==> config.mk <==
export PLATFORM = sky130hd
export DESIGN_NAME = map_port_arbiter
export DESIGN_NICKNAME = d
export VERILOG_FILES = /design/src/rtl/map_port_arbiter.sv
export SDC_FILE = /design/constraint.sdc
export NUM_CORES = 1
export LEC_CHECK = 0
export BUFFER_PORTS_ARGS = -buffer_cell sky130_fd_sc_hd__buf_2
export CORE_MARGIN = 2
export CORE_UTILIZATION = 42
export CTS_CLUSTER_SIZE = 16
export DETAILED_ROUTE_END_ITERATION = 6
export GPL_TIMING_DRIVEN = 0
export PLACE_DENSITY = 0.78
export SLEW_MARGIN = 20
export SYNTH_ARGS = -nofsm -noshare
export SYNTH_HDL_FRONTEND = slang
export SYNTH_SLANG_ARGS = --single-unit
==> constraint.sdc <==
create_clock -name clk -period 1.15 [get_ports clk]
set_input_delay 0 -clock clk [delete_from_list [all_inputs] [get_ports clk]]
set_output_delay 0 -clock clk [all_outputs]
set_load 0.02 [all_outputs]
==> src/rtl/map_port_arbiter.sv <==
// Two-port arbiter in front of the single combinational map lookup.
// Port 0 (tracer) has priority; port 1 (overlay) is protected by a starvation counter.
module map_port_arbiter #(
  parameter int BITS     = 2,
  parameter int MAX_WAIT = 4,
  parameter int WAIT_W   = 4
) (
  input  logic            clk,
  input  logic            reset,
  input  logic            req0_valid,
  input  logic [3:0]      req0_row,
  input  logic [3:0]      req0_col,
  output logic            req0_ready,
  output logic            resp0_valid,
  output logic [BITS-1:0] resp0_val,
  input  logic            req1_valid,
  input  logic [3:0]      req1_row,
  input  logic [3:0]      req1_col,
  output logic            req1_ready,
  output logic            resp1_valid,
  output logic [BITS-1:0] resp1_val,
  output logic [3:0]      map_row,
  output logic [3:0]      map_col,
  input  logic [BITS-1:0] map_val
);

  localparam logic [WAIT_W-1:0] WAIT_LIMIT = WAIT_W'(MAX_WAIT);
  localparam logic [WAIT_W-1:0] WAIT_SAT   = '1;

  logic [WAIT_W-1:0] starve_cnt;
  logic              force1;
  logic              xfer0;
  logic              xfer1;
  logic              s1_valid;
  logic              s1_port;

  // Handshake: a request transfers on a cycle where valid && ready are both high.
  // Ready never depends on the same port's valid, and the two grants are exclusive:
  // req0_ready is low whenever force1 makes req1_ready high, and otherwise
  // req1_ready is high only when req0_valid is low.
  assign force1     = req1_valid && (starve_cnt >= WAIT_LIMIT);
  assign req0_ready = !force1;
  assign req1_ready = !req0_valid || force1;
  assign xfer0      = req0_valid && req0_ready;
  assign xfer1      = req1_valid && req1_ready;

  // Stage 1: register the granted address and tag it with the owning port.
  always_ff @(posedge clk) begin
    if (reset) begin
      map_row  <= '0;
      map_col  <= '0;
      s1_valid <= 1'b0;
      s1_port  <= 1'b0;
    end else begin
      s1_valid <= xfer0 || xfer1;
      if (xfer1) begin
        map_row <= req1_row;
        map_col <= req1_col;
        s1_port <= 1'b1;
      end else if (xfer0) begin
        map_row <= req0_row;
        map_col <= req0_col;
        s1_port <= 1'b0;
      end
    end
  end

  // Stage 2: capture the lookup result into the owning port; the other port's value holds.
  always_ff @(posedge clk) begin
    if (reset) begin
      resp0_valid <= 1'b0;
      resp1_valid <= 1'b0;
      resp0_val   <= '0;
      resp1_val   <= '0;
    end else begin
      resp0_valid <= s1_valid && !s1_port;
      resp1_valid <= s1_valid && s1_port;
      if (s1_valid && !s1_port) resp0_val <= map_val;
      if (s1_valid && s1_port)  resp1_val <= map_val;
    end
  end

  // Counts consecutive cycles port 1 waited; any gap in its request restarts the count.
  always_ff @(posedge clk) begin
    if (reset) begin
      starve_cnt <= '0;
    end else if (!req1_valid || xfer1) begin
      starve_cnt <= '0;
    end else if (starve_cnt != WAIT_SAT) begin
      starve_cnt <= starve_cnt + 1'b1;
    end
  end

endmodule

==> run summary, run 1 <==
Diode count - 0
Core area - 0.00156 sq mm
Setup TNS - 0 ps
Die Footprint - 0.00207 sq mm
Syn_nets - 94
F_max - 0.872 GHz
R2r endpoint - map_row[3]$_SDFFE_PP0P_
Post-synth EDFFs - 0
Reg2Reg Launch Point - starve_cnt[3]$_SDFFE_PP0P_
WP depth - 3
GPL Wtd Cong - 0.639
Slew margin rel. - 52.8%
Critical path fanouts, max - 8
Initial Util - 46.4%
RSZ-0062 raised after global routing - yes
Sequential element share of the synthesized area - 55.4%
CP startpoint kind - flop
Layout cells sized above 1 - 36.6%
Count leader, synth - dfxtp_1
Synthesized area - 723 sq um
Nets - 155
Minimum clock period after layout - 1150 ps
Predominant post-synthesis flop cell - dfxtp_1
Tcrit/Tclk final - 99.7%
Synth Area per Inst - 10.2 sq um
Setup ws final - 3.54 ps
DR vias/cell - 5.18
Largest net degree at the start of global routing - 12
Hold Path Depth - 3
Slew of the pin with the lowest slew margin - 703 ps
Count of standard-cell rows - 14
P per Cell Area - 1190 mW/mm^2
Flop and latch count out of synthesis - 20
WL/cell - 13.9 um
CTS tree - done
Critical path type - reg -> reg
# DRC - 0
Async set-reset flop share out of synthesis - 0%
Die Height - 45.5 um
Post-synthesis cell count - 71
Element type at the critical path end - flop
Max-Cap Viols - 0
Reg2Reg Depth - 3
Slowest cell delay on critical path - 390 ps
Hold Path Sink - s1_port$_SDFFE_PP0P_
Worst Path Required - 1350 ps
Crit path max-delay cell type - dfxtp_4
DRT antenna net count - 0
Yosys top cell by area - dfxtp_1
Maximum VDD drop - 956 uV
Port Buffers - 37
Num ports - 38
Worst hold path class - in -> reg
Detailed Place HPWL - 1.21 mm
Drt first pass iters - 4
Max Transition Viols Final - 0
Initial antenna violation count - 0
Fin Clk Skew - 7.79 ps
Synth area leaders - dfxtp_1 (55%), a221o_1 (11%), and2_1 (6.9%), nor2_1 (5.7%), mux2i_1 (2.8%)
Status - completed
Hold_sp - req1_valid
R2R Setup Slk - 4 ps
Endpoints failing hold - 0
Sum of buffers and inverters on the critical path - 0
Finish-stage setup viols - 0
Post-CTS Repair Setup Buffers - 0
Netlist cell types - 19
CTS max path bufs - 2
Max H-tree Level - 1
Most frequent cells after synthesis - dfxtp_1 (20), nor2_1 (11), a221o_1 (8), and2_1 (8), nand2_1 (4)
CTS root buffer - clkbuf_4
Die Wd - 45.5 um
Routed WL - 2.05 mm
Layout area overhead - 64.4%
GRT overflow - 0
CTS clock-pin slew for the worst setup and hold paths - 110 ps
Layout fillers - 110
Worst-path cell chain - o21ai_4, and3b_2, a221o_1
Vias in the first global route - 746
Pwr Total - 1420 uW
Via count - 761
All-Layer GR Usage - 21.7%
Area share of the largest cell type after synthesis - 55.4%
Skew-Pair Late Insertion Delay - 310 ps
Ys Warns - 0
P_leak - 0.000567 uW
Starting DRT DRC Count - 15
First-pass GRT wire length - 3.17 mm
CP top delay family - flip-flops
Inserted Clock Buffers - 3
Pre-CTS WS - -185 ps
Critical Path AT - 1350 ps
Sink Count - 20
## worst max-delay path by stage
stage,start,end
3_3_place_gp,starve_cnt[2]$_SDFFE_PP0P_,map_col[3]$_SDFFE_PP0P_
2_1_floorplan,starve_cnt[2]$_SDFFE_PP0P_,map_col[0]$_SDFFE_PP0P_
3_5_place_dp,starve_cnt[2]$_SDFFE_PP0P_,map_row[3]$_SDFFE_PP0P_
4_1_cts,starve_cnt[3]$_SDFFE_PP0P_,map_col[3]$_SDFFE_PP0P_
5_1_grt,starve_cnt[3]$_SDFFE_PP0P_,map_col[3]$_SDFFE_PP0P_
6_report,starve_cnt[3]$_SDFFE_PP0P_,map_row[3]$_SDFFE_PP0P_
## registers in the layout, summed over array words and instances (netlist names)
| register | count |
|---|---|
| resp0_val | 2 |
| resp1_valid | 1 |
| map_col | 4 |
| starve_cnt | 4 |
| s1_port | 1 |
| resp1_val | 2 |
| map_row | 4 |
| s1_valid | 1 |
| resp0_valid | 1 |
## cell type report
class                      count  area (sq um)  area share (%)
inverter                       2          7.51           0.632
timing repair buffer          57           385            32.4
buffer                         1          5.00           0.421
sequential                    20           408            34.3
tap                           16          20.0            1.68
clock buffer                   4          36.3            3.05
multi-input combinational     47           327            27.5
## through the flow
step                hold WS, ps  util, %  instance area [sq um]  cells
CTS                        21.7     75.1                   1170    147
floorplan                  66.1        -                    732     71
detailed placement          233     60.1                    937    124
global placement            223     60.1                    937    124
global route               34.9     76.2                   1190    147
finish                     29.3     76.2                   1190    147
## power breakdown
group | total, uW | leakage (uW) | internal [uW] | switching (uW)
Combinational | 266 | 0.000380 | 135 | 131
Clock | 404 | 0.0000210 | 194 | 210
Sequential | 747 | 0.000166 | 728 | 19.2
## worst reg2reg max path, stage by stage, from the launching register on
cell	delay [ps]
dfxtp_4	390
o21ai_4	70
and3b_2	270
a221o_1	320
## kinds of logic (layout without fill, tap and decap cells)
| family | after synthesis | in the layout | share of synthesized area (%) |
|---|---|---|---|
| buf+inv | 4 | 64 | 3.29 |
| mux | 2 | 2 | 2.77 |
| fa+ha+maj | 1 | 1 | 1.73 |
| other cells | 1 | 1 | 0.519 |
| simple gates | 30 | 30 | 20.9 |
| compound gates | 13 | 13 | 15.4 |
| flops | 20 | 20 | 55.4 |
## layer usage
layer  routed length, um  vias up  GRT usage (%)
met4                  20        0           5.29
met1                 776      360           22.9
met2                1140       29           41.4
li1                    -      367              -
met5                   0        -              0
met3                 113        5           5.95
## cells in the final DEF (no fill, tap or decap)
master          n
nand2_1         4
nand3_1         2
ha_1            1
dfxtp_4         2
clkbuf_8        1
nor2_1         10
mux2i_1         2
nor2_4          1
dlygate4sd3_1  20
and3b_2         1
nand4b_1        1
inv_1           2
o21ai_4         1
nand2b_1        2
dfxtp_1        18
nor3_1          1
a21oi_1         2
a211oi_1        1
and2_1          8
clkbuf_4        3
buf_2          38
a21oi_4         1
a221o_1         8
conb_1          1
## what timing repair did
item                                    4_1_cts  5_1_grt
endpoints found under the setup margin        8        8
endpoints found under the hold margin        13        0
gates resized for setup                       4        4
pin swaps                                     1        1
hold buffers                                 20        0
Note: power is estimated with default switching activity, not from simulation.
==> inputs of run 2 (changes only) <==
- CORE_UTILIZATION: 42 -> 38
- PLACE_DENSITY: 0.78 -> 0.75
- clock period: 1.15 -> 1.05 ns (I/O delays scaled with it)
==> run 2 against run 1 <==
Effect of this change:
- clock skew grew 7.5 ps
- critical endpoint is now map_row[2]$_SDFFE_PP0P_
- largest power group unchanged
- non-clock buffer count up 1
- highest routed layer unchanged
- critical path depth grew 1
- count of clock-buffer cells in the layout shrank 1
- via count rose by 3.0%
- core utilization down 6.5 points
- first-iteration DRC count fell by 60%
- combinational power is 12% higher
- wire length increased by 7.3%
- worst setup slack lost 130 ps
- the flow now finishes with violations (negative setup slack)
- total power is 23% higher
==> run summary, run 2 (synthesis gave the netlist of run 1 again) <==
R2r endpoint - map_row[2]$_SDFFE_PP0P_
Status - complete, but fails checks
Final core occ - 69.7% (-6.5 points)
Max H-tree Level - 1 (unchanged)
Minimum clock period after layout - 1180 ps (+29.9 ps)
DR vias/cell - 4.99 (-3.5%)
CP startpoint kind - flop
CP top delay family - compound AO/OA/AOI/OAI gates
Hold Path Depth - 3 (unchanged)
All-Layer GR Usage - 21.5% (-0.19 points)
Element type at the critical path end - flop
CTS tree - done
Most common cell after layout, fill and taps aside - buf_2
Hold_sp - req1_valid
Reg2Reg Depth - 4 (+1)
GRT overflow - 0 (unchanged)
Largest net degree at the start of global routing - 13 (+1)
Slowest cell delay on critical path - 380 ps (about the same)
Setup ws final - -126 ps (-130 ps)
Count of standard-cell rows - 15 (+1)
GPL Wtd Cong - 0.684 (+7.0%)
Die Footprint - 0.00227 sq mm (+9.6%)
Hold Path Sink - s1_valid$_SDFF_PP0_
Critical path fanouts, max - 8 (unchanged)
Slew margin rel. - 47.2% (-5.5 points)
Tcrit/Tclk final - 112% (+12 points)
Detailed Place HPWL - 1.21 mm (+0.15%)
Finish-stage setup viols - 10 (+10)
# DRC - 0 (unchanged)
Initial antenna violation count - 0 (unchanged)
P_leak - 0.000585 uW (+3.2%)
Slew of the pin with the lowest slew margin - 785 ps (+82.5 ps)
Top Registers - map_col x4, map_row x4, starve_cnt x4
Num ports - 38 (unchanged)
Diode count - 0 (unchanged)
Crit path max-delay cell type - dfxtp_4
Failing checks - negative setup slack
Max Transition Viols Final - 0 (unchanged)
Routed WL - 2.20 mm (+7.3%)
Die Height - 47.6 um (+4.7%)
Port Buffers - 37 (unchanged)
Commonest cells after routing, fill and taps aside - buf_2 (36), dlygate4sd3_1 (19), dfxtp_1 (17), nor2_1 (10)
Core area - 0.00176 sq mm (+13%)
Vias in the first global route - 737 (-1.2%)
RSZ-0062 raised after global routing - yes
WP depth - 4 (+1)
Worst-path cell chain - o21ai_4, and3b_1, buf_6, a221o_1
Worst hold path class - in -> reg
Die Wd - 47.6 um (+4.7%)
Sum of buffers and inverters on the critical path - 1 (+1)
Fin Clk Skew - 15.3 ps (+7.50 ps)
CTS max path bufs - 2 (unchanged)
F_max - 0.850 GHz (-2.5%)
CTS clock-pin slew for the worst setup and hold paths - 120 ps (about the same)
CTS root buffer - clkbuf_4
Max-Cap Viols - 0 (unchanged)
Starting DRT DRC Count - 6 (-9)
Endpoints failing hold - 0 (unchanged)
R2R Setup Slk - -130 ps (-130 ps)
Critical path type - reg -> reg
Nets - 156 (+0.65%)
DRT antenna net count - 0 (unchanged)
Worst Path Required - 1260 ps (-90 ps)
Layout area overhead - 70.1%
Drt first pass iters - 4 (unchanged)
Sink Count - 20 (unchanged)
P per Cell Area - 1420 mW/mm^2 (+19%)
Maximum VDD drop - 1440 uV (+50%)
Inserted Clock Buffers - 3 (unchanged)
Worst hold margin - 8.87 ps (-20.5 ps)
Worst Setup SP - starve_cnt[3]$_SDFFE_PP0P_
Critical Path AT - 1380 ps (+30 ps)
Layout cells sized above 1 - 37.9% (+1.2 points)
Reg2Reg Launch Point - starve_cnt[3]$_SDFFE_PP0P_
Via count - 784 (+3.0%)
Initial Util - 41.0% (-5.4 points)
First-pass GRT wire length - 3.12 mm (-1.5%)
Skew-Pair Late Insertion Delay - 310 ps (about the same)
WL/cell - 14.0 um (+0.44%)
==> run 2: timing repair <==
| action | in CTS | in global routing |
|---|---|---|
| endpoints found under the setup margin | 9 | 11 |
| pin swaps | 0 | 2 |
| buffers inserted | 0 | 1 |
| hold buffers | 19 | 0 |
| resized for setup | 3 | 6 |
| hold endpoints to repair | 14 | 0 |
==> run 2: worst max path at each step <==
stage,slack (ps),end
2_1_floorplan,-60,map_col[0]$_SDFFE_PP0P_
4_1_cts,-110,map_row[0]$_SDFFE_PP0P_
6_report,-130,map_row[2]$_SDFFE_PP0P_
3_3_place_gp,-190,map_row[0]$_SDFFE_PP0P_
5_1_grt,-160,map_row[0]$_SDFFE_PP0P_
3_5_place_dp,-240,map_col[3]$_SDFFE_PP0P_
==> run 2: worst register-to-register path: cells and delay by family, from the launching register on <==
family	cells	cell delay (ps)
flip-flops	1	380
AO/OA/AOI/OAI	2	400
buffers and inverters	1	140
AND/OR/NAND/NOR	1	180
==> run 2: metal layers <==
layer	track usage, %	wire [um]
met1	19.3	728
met2	40.3	1240
met3	7.92	126
met4	13.0	106
met5	0	0
==> run 2: layout make-up <==
type	count	area [sq um]
flip-flops and latches	20	407
clock inverters	1	30.0
inverters	2	7.51
clock buffers	3	22.5
repair buffers	57	395
plain buffers	2	16.3
well taps	25	31.3
multi-input cells	47	320
fillers	161	534
==> run 2: where the power goes <==
group          switching, uW  internal [uW]  leakage (uW)
logic                    143            155      0.000391
registers               23.7            801      0.000166
clock network            236            386     0.0000279
total                    403           1340      0.000585
==> run 2: through the flow <==
step	power (uW)	area [sq um]	std cells	worst slack, ps	TNS (ps)
6_report	1740	1230	157	-126	-849
2_1_floorplan	963	733	71	-64.8	-519
5_1_grt	1820	1230	157	-160	-1340
3_5_place_dp	1060	950	133	-242	-1840
4_1_cts	1740	1200	156	-108	-770
3_3_place_gp	1060	950	133	-186	-1410
==> inputs of run 3 (changes only) <==
- CORE_UTILIZATION: 38 -> 45
- PLACE_DENSITY: 0.75 -> 0.83
- clock period: 1.05 -> 1.38 ns (I/O delays scaled with it)
==> run 3 against run 2 <==
Effect of this change:
- the run now ends clean
- wire length shrank 2.0%
- total power decreased by 32%
- hold slack improved by 68 ps
- clock skew up 0.61 ps
- sequential share of layout area rose by 1.1 points
- count of clock-buffer cells in the layout is 1 higher
- via count fell by 1.7%
- first-iteration DRC count grew to 4.3 times the previous value
- sequential cell count unchanged
- critical path depth decreased by 1
- final cell count shrank 5.7%
- critical endpoint is now map_row[3]$_SDFFE_PP0P_
- largest power group unchanged
==> run summary, run 3 (synthesis gave the netlist of run 1 again) <==
Status - completed
Core area - 0.00151 sq mm (-15%)
Slowest cell delay on critical path - 370 ps (about the same)
All-Layer GR Usage - 23.0% (+1.5 points)
Critical Path AT - 1390 ps (about the same)
Fin area - 0.00117 sq mm (-4.6%)
Die Wd - 44.1 um (-7.4%)
Layout fillers - 100 (-38%)
Layout cells sized above 1 - 34.8% (-3.0 points)
Critical path type - reg -> reg
Worst Path Required - 1570 ps (+310 ps)
Reg2Reg Depth - 3 (-1)
Top Registers - map_col x4, map_row x4, starve_cnt x4
Post-DP Area - 928 sq um (-2.2%)
Largest net degree at the start of global routing - 12 (-1)
Sink Count - 20 (unchanged)
Max Transition Viols Final - 0 (unchanged)
Finish-stage setup viols - 0 (-10)
Drt first pass iters - 4 (unchanged)
CTS max path bufs - 2 (unchanged)
Via count - 771 (-1.7%)
F_max - 0.833 GHz (-2.0%)
CTS tree - done
Worst hold path class - in -> reg
P_leak - 0.000569 uW (-2.6%)
Hold Path Depth - 3 (unchanged)
Diode count - 0 (unchanged)
DRT antenna net count - 0 (unchanged)
Vias in the first global route - 777 (+5.4%)
Critical path fanouts, max - 8 (unchanged)
Layout area overhead - 62.3%
Worst-path cell chain - nor2_1, a21oi_2, a221o_1
Nets - 156 (unchanged)
Num ports - 38 (unchanged)
Final core occ - 77.9% (+8.2 points)
Routed WL - 2.15 mm (-2.0%)
Setup TNS - 0 ps (+849 ps)
M3 GR Usage - 4.49% (-3.4 points)
Most common cell after layout, fill and taps aside - buf_2
Endpoints failing hold - 0 (unchanged)
WL/cell - 14.5 um (+3.9%)
Initial antenna violation count - 0 (unchanged)
Minimum clock period after layout - 1200 ps (+23.4 ps)
CTS root buffer - clkbuf_4
P per Cell Area - 1010 mW/mm^2 (-29%)
Starting DRT DRC Count - 26 (+20)
Commonest cells after routing, fill and taps aside - buf_2 (38), dlygate4sd3_1 (20), dfxtp_1 (20), nor2_1 (11)
Gr busiest metal - met2
GRT met2 Usage - 47.1% (+6.8 points)
Crit path max-delay cell type - a221o_1
Tcrit/Tclk final - 86.9% (-25 points)
Element type at the critical path end - flop
Maximum VDD drop - 757 uV (-47%)
Count of standard-cell rows - 14 (-1)
Port Buffers - 37 (unchanged)
First-pass GRT wire length - 3.15 mm (+1.1%)
DR vias/cell - 5.21 (+4.3%)
GRT overflow - 0 (unchanged)
# DRC - 0 (unchanged)
Skew-Pair Late Insertion Delay - 310 ps (about the same)
Fin Clk Skew - 15.9 ps (+0.613 ps)
GPL Wtd Cong - 0.735 (+7.5%)
CP startpoint kind - flop
Detailed Place HPWL - 1.17 mm (-4.0%)
Max H-tree Level - 1 (unchanged)
Inserted Clock Buffers - 3 (unchanged)
Met1 Usage GRT - 20.5% (+1.2 points)
Initial Util - 48.0% (+7.0 points)
Die Footprint - 0.00194 sq mm (-14%)
CTS clock-pin slew for the worst setup and hold paths - 120 ps (about the same)
Max-Cap Viols - 0 (unchanged)
RSZ-0062 raised after global routing - no
Die Height - 44.1 um (-7.4%)
## run 3: changes by cell type in the layout (fill, tap and decap cells not counted), sizes merged
cell | previous run | this run
buf | 40 | 39
dlygate4sd3 | 19 | 20
clkbuf | 3 | 4
bufinv | 1 | 0
## run 3: area by class of cell
cell class | instances | area, sq um | area share, %
inverters | 2 | 7.51 | 0.640
flip-flops and latches | 20 | 400 | 34.1
repair buffers | 57 | 385 | 32.8
well taps | 16 | 20.0 | 1.71
clock buffers | 4 | 36.3 | 3.09
plain buffers | 2 | 16.3 | 1.39
multi-input cells | 47 | 308 | 26.2
## run 3: final timing paths
path                                                  from  slack (ps)                          to
worst min register to register  starve_cnt[0]$_SDFFE_PP0P_         440  starve_cnt[0]$_SDFFE_PP0P_
worst max-delay path            starve_cnt[3]$_SDFFE_PP0P_         180     map_row[3]$_SDFFE_PP0P_
worst max register to register  starve_cnt[3]$_SDFFE_PP0P_         180     map_row[3]$_SDFFE_PP0P_
worst min-delay path                                 reset          80   resp1_val[1]$_SDFFE_PP0P_
## run 3: repair_timing
| item | 4_1_cts | 5_1_grt |
|---|---|---|
| resized for setup | 0 | 2 |
| endpoints found under the setup margin | 0 | 8 |
| hold buffers | 20 | 0 |
| buffers inserted | 0 | 0 |
| endpoints found under the hold margin | 14 | 0 |
## run 3: power breakdown
| part | internal [uW] | switching (uW) |
|---|---|---|
| logic | 112 | 108 |
| clock network | 161 | 180 |
| registers | 610 | 17.0 |
## run 3: critical path, delay by kind of cell (launching register included)
family,cells,cell delay [ps]
AOI/OAI and AO/OA,2,540
DFF,1,340
and+or+nand+nor,1,210
## run 3: metrics by stage
step / hold slack, ps / setup WS (ps) / cells / total power (uW)
after floorplan: 91.9 / 226 / 71 / 731
after global placement: 224 / 153 / 124 / 799
after detailed placement: 226 / 117 / 124 / 805
after CTS: 77.6 / 45.2 / 148 / 1170
after global routing: 93.7 / 111 / 148 / 1230
final: 76.6 / 180 / 148 / 1190
## run 3: metal layers
| metal | part of all wire, % | wire length [um] | vias up |
|---|---|---|---|
| met5 | 0 | 0 | - |
| met4 | 2.9 | 62 | 0 |
| met3 | 5.2 | 111 | 10 |
| met2 | 58 | 1240 | 41 |
| met1 | 34 | 739 | 350 |
| li1 | - | - | 370 |
